[src/rtl/dac_feeder_pkg.sv]
// Shared state type and default constants for the DAC sample feeder.
package dac_feeder_pkg;

  typedef enum logic [1:0] {
    IDLE,
    REQ,
    BUSY
  } feeder_state_t;

  localparam int DEF_SAMPLE_W    = 12;
  localparam int DEF_DEPTH       = 16;
  localparam int DEF_RATE_DIV    = 2268;
  localparam int DEF_REQ_TIMEOUT = 512;

endpackage

[src/rtl/sync_fifo.sv]
// First-word-fall-through FIFO with synchronous active-high reset.
module sync_fifo
  import dac_feeder_pkg::*;
#(
  parameter int W     = DEF_SAMPLE_W,
  parameter int DEPTH = DEF_DEPTH
) (
  input  logic                     clk_i,
  input  logic                     reset_i,
  input  logic                     push_i,
  input  logic [W-1:0]             data_i,
  input  logic                     pop_i,
  output logic [W-1:0]             head_o,
  output logic                     full_o,
  output logic                     empty_o,
  output logic [$clog2(DEPTH):0]   level_o
);

  localparam int AW = $clog2(DEPTH);
  localparam logic [AW:0] FULL_LVL = (AW+1)'(DEPTH);

  logic [W-1:0]  mem_q [DEPTH];
  logic [AW-1:0] wr_ptr_q;
  logic [AW-1:0] rd_ptr_q;
  logic [AW:0]   level_q;
  logic          do_push;
  logic          do_pop;

  // A push into a full FIFO is only taken when a pop frees a slot that cycle.
  assign do_pop  = pop_i && (level_q != '0);
  assign do_push = push_i && ((level_q != FULL_LVL) || do_pop);

  always_ff @(posedge clk_i) begin
    if (reset_i) begin
      wr_ptr_q <= '0;
      rd_ptr_q <= '0;
      level_q  <= '0;
    end else begin
      if (do_push) wr_ptr_q <= wr_ptr_q + 1'b1;
      if (do_pop)  rd_ptr_q <= rd_ptr_q + 1'b1;
      if (do_push && !do_pop)      level_q <= level_q + 1'b1;
      else if (do_pop && !do_push) level_q <= level_q - 1'b1;
    end
  end

  always_ff @(posedge clk_i) begin
    if (do_push) mem_q[wr_ptr_q] <= data_i;
  end

  assign head_o  = mem_q[rd_ptr_q];
  assign full_o  = (level_q == FULL_LVL);
  assign empty_o = (level_q == '0);
  assign level_o = level_q;

endmodule

[src/rtl/dac_sample_feeder.sv]
// Buffers mixer samples and hands one to the SPI DAC controller per audio-rate tick.
module dac_sample_feeder
  import dac_feeder_pkg::*;
#(
  parameter int SAMPLE_W    = DEF_SAMPLE_W,
  parameter int DEPTH       = DEF_DEPTH,
  parameter int RATE_DIV    = DEF_RATE_DIV,
  parameter int REQ_TIMEOUT = DEF_REQ_TIMEOUT
) (
  input  logic                    clock_50Mhz_i,
  input  logic                    reset_i,
  input  logic                    enable_i,
  input  logic [SAMPLE_W-1:0]     in_sample_i,
  input  logic                    in_valid_i,
  output logic                    in_ready_o,
  output logic [SAMPLE_W-1:0]     out_sample_o,
  output logic                    out_send_n_o,
  input  logic                    dac_busy_i,
  output logic [$clog2(DEPTH):0]  fifo_level_o,
  output logic [15:0]             underrun_count_o,
  output logic [7:0]              missed_tick_count_o,
  output logic                    timeout_err_o
);

  localparam int CW = (RATE_DIV > 1) ? $clog2(RATE_DIV) : 1;
  localparam logic [CW-1:0] TICK_LAST = CW'(RATE_DIV - 1);
  localparam int TW = $clog2(REQ_TIMEOUT + 1);
  localparam logic [TW-1:0] TIMER_LAST = TW'(REQ_TIMEOUT - 1);

  logic [CW-1:0]       tick_cnt_q, tick_cnt_d;
  logic                tick;
  logic                busy_meta_q, busy_s_q;
  feeder_state_t       state_q, state_d;
  logic [TW-1:0]       timer_q, timer_d;
  logic                send_n_q, send_n_d;
  logic [SAMPLE_W-1:0] sample_q, sample_d;
  logic [15:0]         underrun_q, underrun_d;
  logic [7:0]          missed_q, missed_d;
  logic                timeout_err_q, timeout_err_d;
  logic                fifo_pop, fifo_full, fifo_empty;
  logic [SAMPLE_W-1:0] fifo_head;

  sync_fifo #(
    .W     (SAMPLE_W),
    .DEPTH (DEPTH)
  ) u_fifo (
    .clk_i   (clock_50Mhz_i),
    .reset_i (reset_i),
    .push_i  (in_valid_i),
    .data_i  (in_sample_i),
    .pop_i   (fifo_pop),
    .head_o  (fifo_head),
    .full_o  (fifo_full),
    .empty_o (fifo_empty),
    .level_o (fifo_level_o)
  );

  assign tick = (tick_cnt_q == TICK_LAST);

  always_comb begin
    tick_cnt_d = tick_cnt_q + 1'b1;
    if (!enable_i || tick) tick_cnt_d = '0;
  end

  // The DAC is paced only by the synchronised busy; REQ gives up after the timer expires.
  always_comb begin
    state_d       = state_q;
    timer_d       = timer_q;
    sample_d      = sample_q;
    underrun_d    = underrun_q;
    missed_d      = missed_q;
    timeout_err_d = timeout_err_q;
    fifo_pop      = 1'b0;
    unique case (state_q)
      IDLE: begin
        if (tick) begin
          if (!fifo_empty) begin
            fifo_pop = 1'b1;
            sample_d = fifo_head;
            timer_d  = '0;
            state_d  = REQ;
          end else if (underrun_q != 16'hFFFF) begin
            underrun_d = underrun_q + 1'b1;
          end
        end
      end
      REQ: begin
        if (busy_s_q) begin
          state_d = BUSY;
        end else if (timer_q == TIMER_LAST) begin
          timeout_err_d = 1'b1;
          state_d       = IDLE;
        end else begin
          timer_d = timer_q + 1'b1;
        end
      end
      BUSY: begin
        if (!busy_s_q) state_d = IDLE;
      end
      default: state_d = IDLE;
    endcase
    if (tick && (state_q != IDLE) && (missed_q != 8'hFF)) missed_d = missed_q + 1'b1;
    send_n_d = (state_d != REQ);
  end

  always_ff @(posedge clock_50Mhz_i) begin
    if (reset_i) begin
      tick_cnt_q    <= '0;
      busy_meta_q   <= 1'b0;
      busy_s_q      <= 1'b0;
      state_q       <= IDLE;
      timer_q       <= '0;
      send_n_q      <= 1'b1;
      sample_q      <= '0;
      underrun_q    <= '0;
      missed_q      <= '0;
      timeout_err_q <= 1'b0;
    end else begin
      tick_cnt_q    <= tick_cnt_d;
      busy_meta_q   <= dac_busy_i;
      busy_s_q      <= busy_meta_q;
      state_q       <= state_d;
      timer_q       <= timer_d;
      send_n_q      <= send_n_d;
      sample_q      <= sample_d;
      underrun_q    <= underrun_d;
      missed_q      <= missed_d;
      timeout_err_q <= timeout_err_d;
    end
  end

  assign in_ready_o          = !fifo_full || fifo_pop;
  assign out_sample_o        = sample_q;
  assign out_send_n_o        = send_n_q;
  assign underrun_count_o    = underrun_q;
  assign missed_tick_count_o = missed_q;
  assign timeout_err_o       = timeout_err_q;

endmodule
[config.mk]
export PLATFORM = sky130hd
export DESIGN_NAME = dac_sample_feeder
export DESIGN_NICKNAME = d
export VERILOG_FILES = /design/src/rtl/dac_feeder_pkg.sv /design/src/rtl/sync_fifo.sv /design/src/rtl/dac_sample_feeder.sv
export SDC_FILE = /design/constraint.sdc
export NUM_CORES = 1
export LEC_CHECK = 0
export ABC_AREA = 1
export BUFFER_PORTS_ARGS = -buffer_cell sky130_fd_sc_hd__clkbuf_2
export CAP_MARGIN = 20
export CORE_MARGIN = 4
export CORE_UTILIZATION = 34
export DETAILED_ROUTE_END_ITERATION = 12
export SYNTH_ARGS = -nofsm -noshare
export SYNTH_HDL_FRONTEND = slang
export SYNTH_SLANG_ARGS = --single-unit
[constraint.sdc]
create_clock -name clock_50Mhz_i -period 3 [get_ports clock_50Mhz_i]
set_input_delay 0.15 -clock clock_50Mhz_i [delete_from_list [all_inputs] [get_ports clock_50Mhz_i]]
set_output_delay 0.15 -clock clock_50Mhz_i [all_outputs]
set_load 0.01 [all_outputs]
==> reports/summary.txt <==
Unique masters post-synth -> 36
Worst IR Drop VDD -> 424 uV
RSZ-0062 raised after global routing -> no
IO Port Bufs -> 60
Mapped Nets -> 1,249
Final Skew -> 0.0116 ns
Drt drc -> 0
Die W -> 194 um
CTS tree -> built
CTS max path bufs -> 3
Worst slack at placement -> 0.362 ns
Critical R2R Launch -> tick_cnt_q[0]
F_max -> 376 MHz
Average wire per standard cell -> 16.4 um
Final WS setup -> 0.338 ns
Commonest register cell after synthesis -> edfxtp_1
Vias in the first global route -> 8,196
Initial DRC Count -> 676
Post-Syn Instances -> 1,218
Final Slew Violations -> 0
Inserted Diodes -> 0
Final setup violation count -> 0
Initial antenna violation count -> 0
Setup TNS -> 0 ns
Async set or reset register ratio after synthesis -> 0%
IO Pins -> 61
H-tree depth reported by CTS -> 1
Standard-cell row count -> 67
GR Layer Usage met3 -> 2.10%
Post-CTS resize count -> 0
CP Launch Type -> flop
Root buffer cell -> clkbuf_16
Clock Sink Count -> 269
Crit end category -> flop
Total number of yosys warnings -> 0
Placer Congestion -> 0.851
Critical path launch point -> tick_cnt_q[0]
First drt pass iteration count -> 5
Hold_ws -> 0.0993 ns
Die ar. -> 37,500 um^2
Hold path start -> in_sample_i[4]
Rel. slew slack -> 47.6%
GR met2 Demand/Resource -> 25.9%
DR vias -> 8,548
Die H -> 194 um
Initial Util -> 34.7%
Leak -> 4.91 nW
Total congestion overflow -> 0
Number of flops mapped to enable cells by yosys -> 192
Worst-Margin Slew -> 0.785 ns
Fin nets -> 1,317
Final hold violations -> 0
Power density over the cells -> 572 nW/um^2
GR Util All Layers -> 14.9%
Hold Path Class -> in -> reg
First-pass GRT wire length -> 45,400 um
Setup CP Type -> reg -> reg
Routed vias/inst -> 4.87
Layout area overhead -> 15.4%
Flops & latches, synth -> 269
Avg Inst Size Synth -> 9.63 um^2
Worst R2R Path Depth -> 17
Most used routing layer -> met2
Post-synthesis sequential area ratio -> 62.3%
Share of cells above drive strength 1 -> 13.2%
Post-DP HPWL -> 18,400 um
Clock-pin slew on the worst setup and hold paths -> 0.06 ns
Latest clock arrival within the worst-skew pair -> 0.55 ns
Max-Cap Viols -> 0
Tmin final -> 2.66 ns
Worst-path maximum fanout -> 6
Mapped Area -> 11,700 um^2
Status -> finished, final reports clean
Drt total wl -> 28,700 um
Fill cells -> 3,275
Critical Path AT -> 3.14 ns
Routed Antenna Nets -> 0
Cts bufs inserted -> 28
Met1 Use GR -> 19.1%
Fin crit share -> 88.7%
Hold path depth -> 1
Worst EP required -> 3.48 ns
Total power -> 7.75 mW
Pin count of the biggest net entering global routing -> 63
Core area -> 33,800 um^2
==> worst paths after layout <==
kind                   endpoint  slack, ns
min reg2reg            busy_s_q       0.41
max           u_fifo.level_o[4]       0.34
min          u_fifo.mem_q[7][4]        0.1
max reg2reg   u_fifo.level_o[4]       0.34
==> through the flow <==
| stage | instances | utilization [%] | cell area [um^2] |
|---|---|---|---|
| floorplan | 1218 | - | 11700 |
| global placement | 1700 | 37.4 | 12600 |
| detailed placement | 1700 | 37.4 | 12600 |
| CTS | 1753 | 40.0 | 13500 |
| global route | 1755 | 40.1 | 13500 |
| finish | 1755 | 40.1 | 13500 |
==> layer usage <==
metal	routed length (um)	vias to the layer above	part of all wire, %
met5	0	-	0
met4	847	0	2.9
met3	1370	53	4.8
met2	14100	188	49
met1	12400	4058	43
li1	-	4249	-
==> kinds of logic (layout without fill, tap and decap cells) <==
| family | count (synthesis) | count (layout) | share of synthesized area [%] |
|---|---|---|---|
| AOI/OAI and AO/OA | 147 | 147 | 6.51 |
| DFF | 269 | 269 | 62.3 |
| and+or+nand+nor | 633 | 633 | 23.1 |
| xor gates and xnor gates | 25 | 25 | 1.87 |
| adders and majority gates | 14 | 14 | 1.56 |
| buffers and inverters | 130 | 219 | 4.64 |
==> state kept, by name (all words and copies together) (netlist names), 2 cells and up <==
register	flops
u_fifo.level_o	5
tick_cnt_q	12
timer_q	10
u_fifo.rd_ptr_q	4
u_fifo.wr_ptr_q	4
state_q	2
u_fifo.mem_q	192
out_sample_o	12
missed_tick_count_o	8
underrun_count_o	16
==> layout make-up <==
type | instances | area (um^2) | share of cell area [%]
Clock buffer | 38 | 748 | 5.53
Clock inverter | 13 | 124 | 0.915
Inverter | 75 | 282 | 2.08
Timing Repair Buffer | 93 | 566 | 4.18
Multi-Input combinational cell | 819 | 3950 | 29.1
Sequential cell | 269 | 7310 | 54.0
Tap cell | 448 | 561 | 4.14
==> critical path, stage by stage (launching register included) <==
cell and delay (ns):
dfxtp_1 0.35, ha_1 0.22, nand2_1 0.12, nor2_4 0.13, nand3_4 0.12, o21bai_4 0.21
nand2_4 0.06, inv_1 0.09, ha_1 0.15, inv_1 0.10, fa_1 0.42, nand3_1 0.10
nand2_1 0.08, a21oi_1 0.13, o21ai_0 0.12, nand2_1 0.07, nand2_1 0.04, nor2_1 0.09
==> Yosys cell counts, types with 4 or more instances <==
library cell | number | area [um^2]
nand2_2 | 5 | 31.3
buf_1 | 4 | 15.0
xnor2_1 | 6 | 52.6
xor2_1 | 19 | 166
nand3_1 | 143 | 716
clkbuf_1 | 27 | 101
dfxtp_1 | 77 | 1540
nand4_1 | 9 | 56.3
buf_2 | 18 | 90.1
a21oi_1 | 46 | 230
inv_2 | 6 | 22.5
edfxtp_1 | 192 | 5770
nand2_1 | 179 | 672
nor2_2 | 4 | 25.0
nor2_4 | 4 | 45.0
o21ai_0 | 94 | 470
inv_1 | 68 | 255
nor2_1 | 258 | 968
ha_1 | 13 | 163
nor3_1 | 21 | 105
==> cell usage in the layout, fill, tap and decap left out, types with 2 or more instances in the layout <==
cell type        n
a21oi_1         46
a31oi_1          2
buf_4           30
bufinv_16        2
clkbuf_1         9
clkbuf_16       28
clkbuf_2        60
clkinv_1         5
clkinv_2         5
dfxtp_1         75
dlygate4sd3_1    2
edfxtp_1       192
ha_1            13
inv_1           68
inv_2            6
nand2_1        179
nand2_2          5
nand3_1        143
nand3b_1         2
nand4_1          9
nor2_1         258
nor2_2           4
nor2_4           4
nor3_1           7
nor3_2          17
o21ai_0         94
or2_2            2
xnor2_1          6
xor2_1          19
==> power by group <==
| group | internal, mW | switching (mW) |
|---|---|---|
| clock | 1.92 | 1.42 |
| combinational | 0.103 | 0.245 |
| sequential | 4.04 | 0.0307 |
==> timing repair <==
action,CTS,global route
setup endpoints to repair,0,1
hold buffers,2,0
setup buffers,0,2
endpoints found under the hold margin,5,0
(Power assumes the default switching activity.)
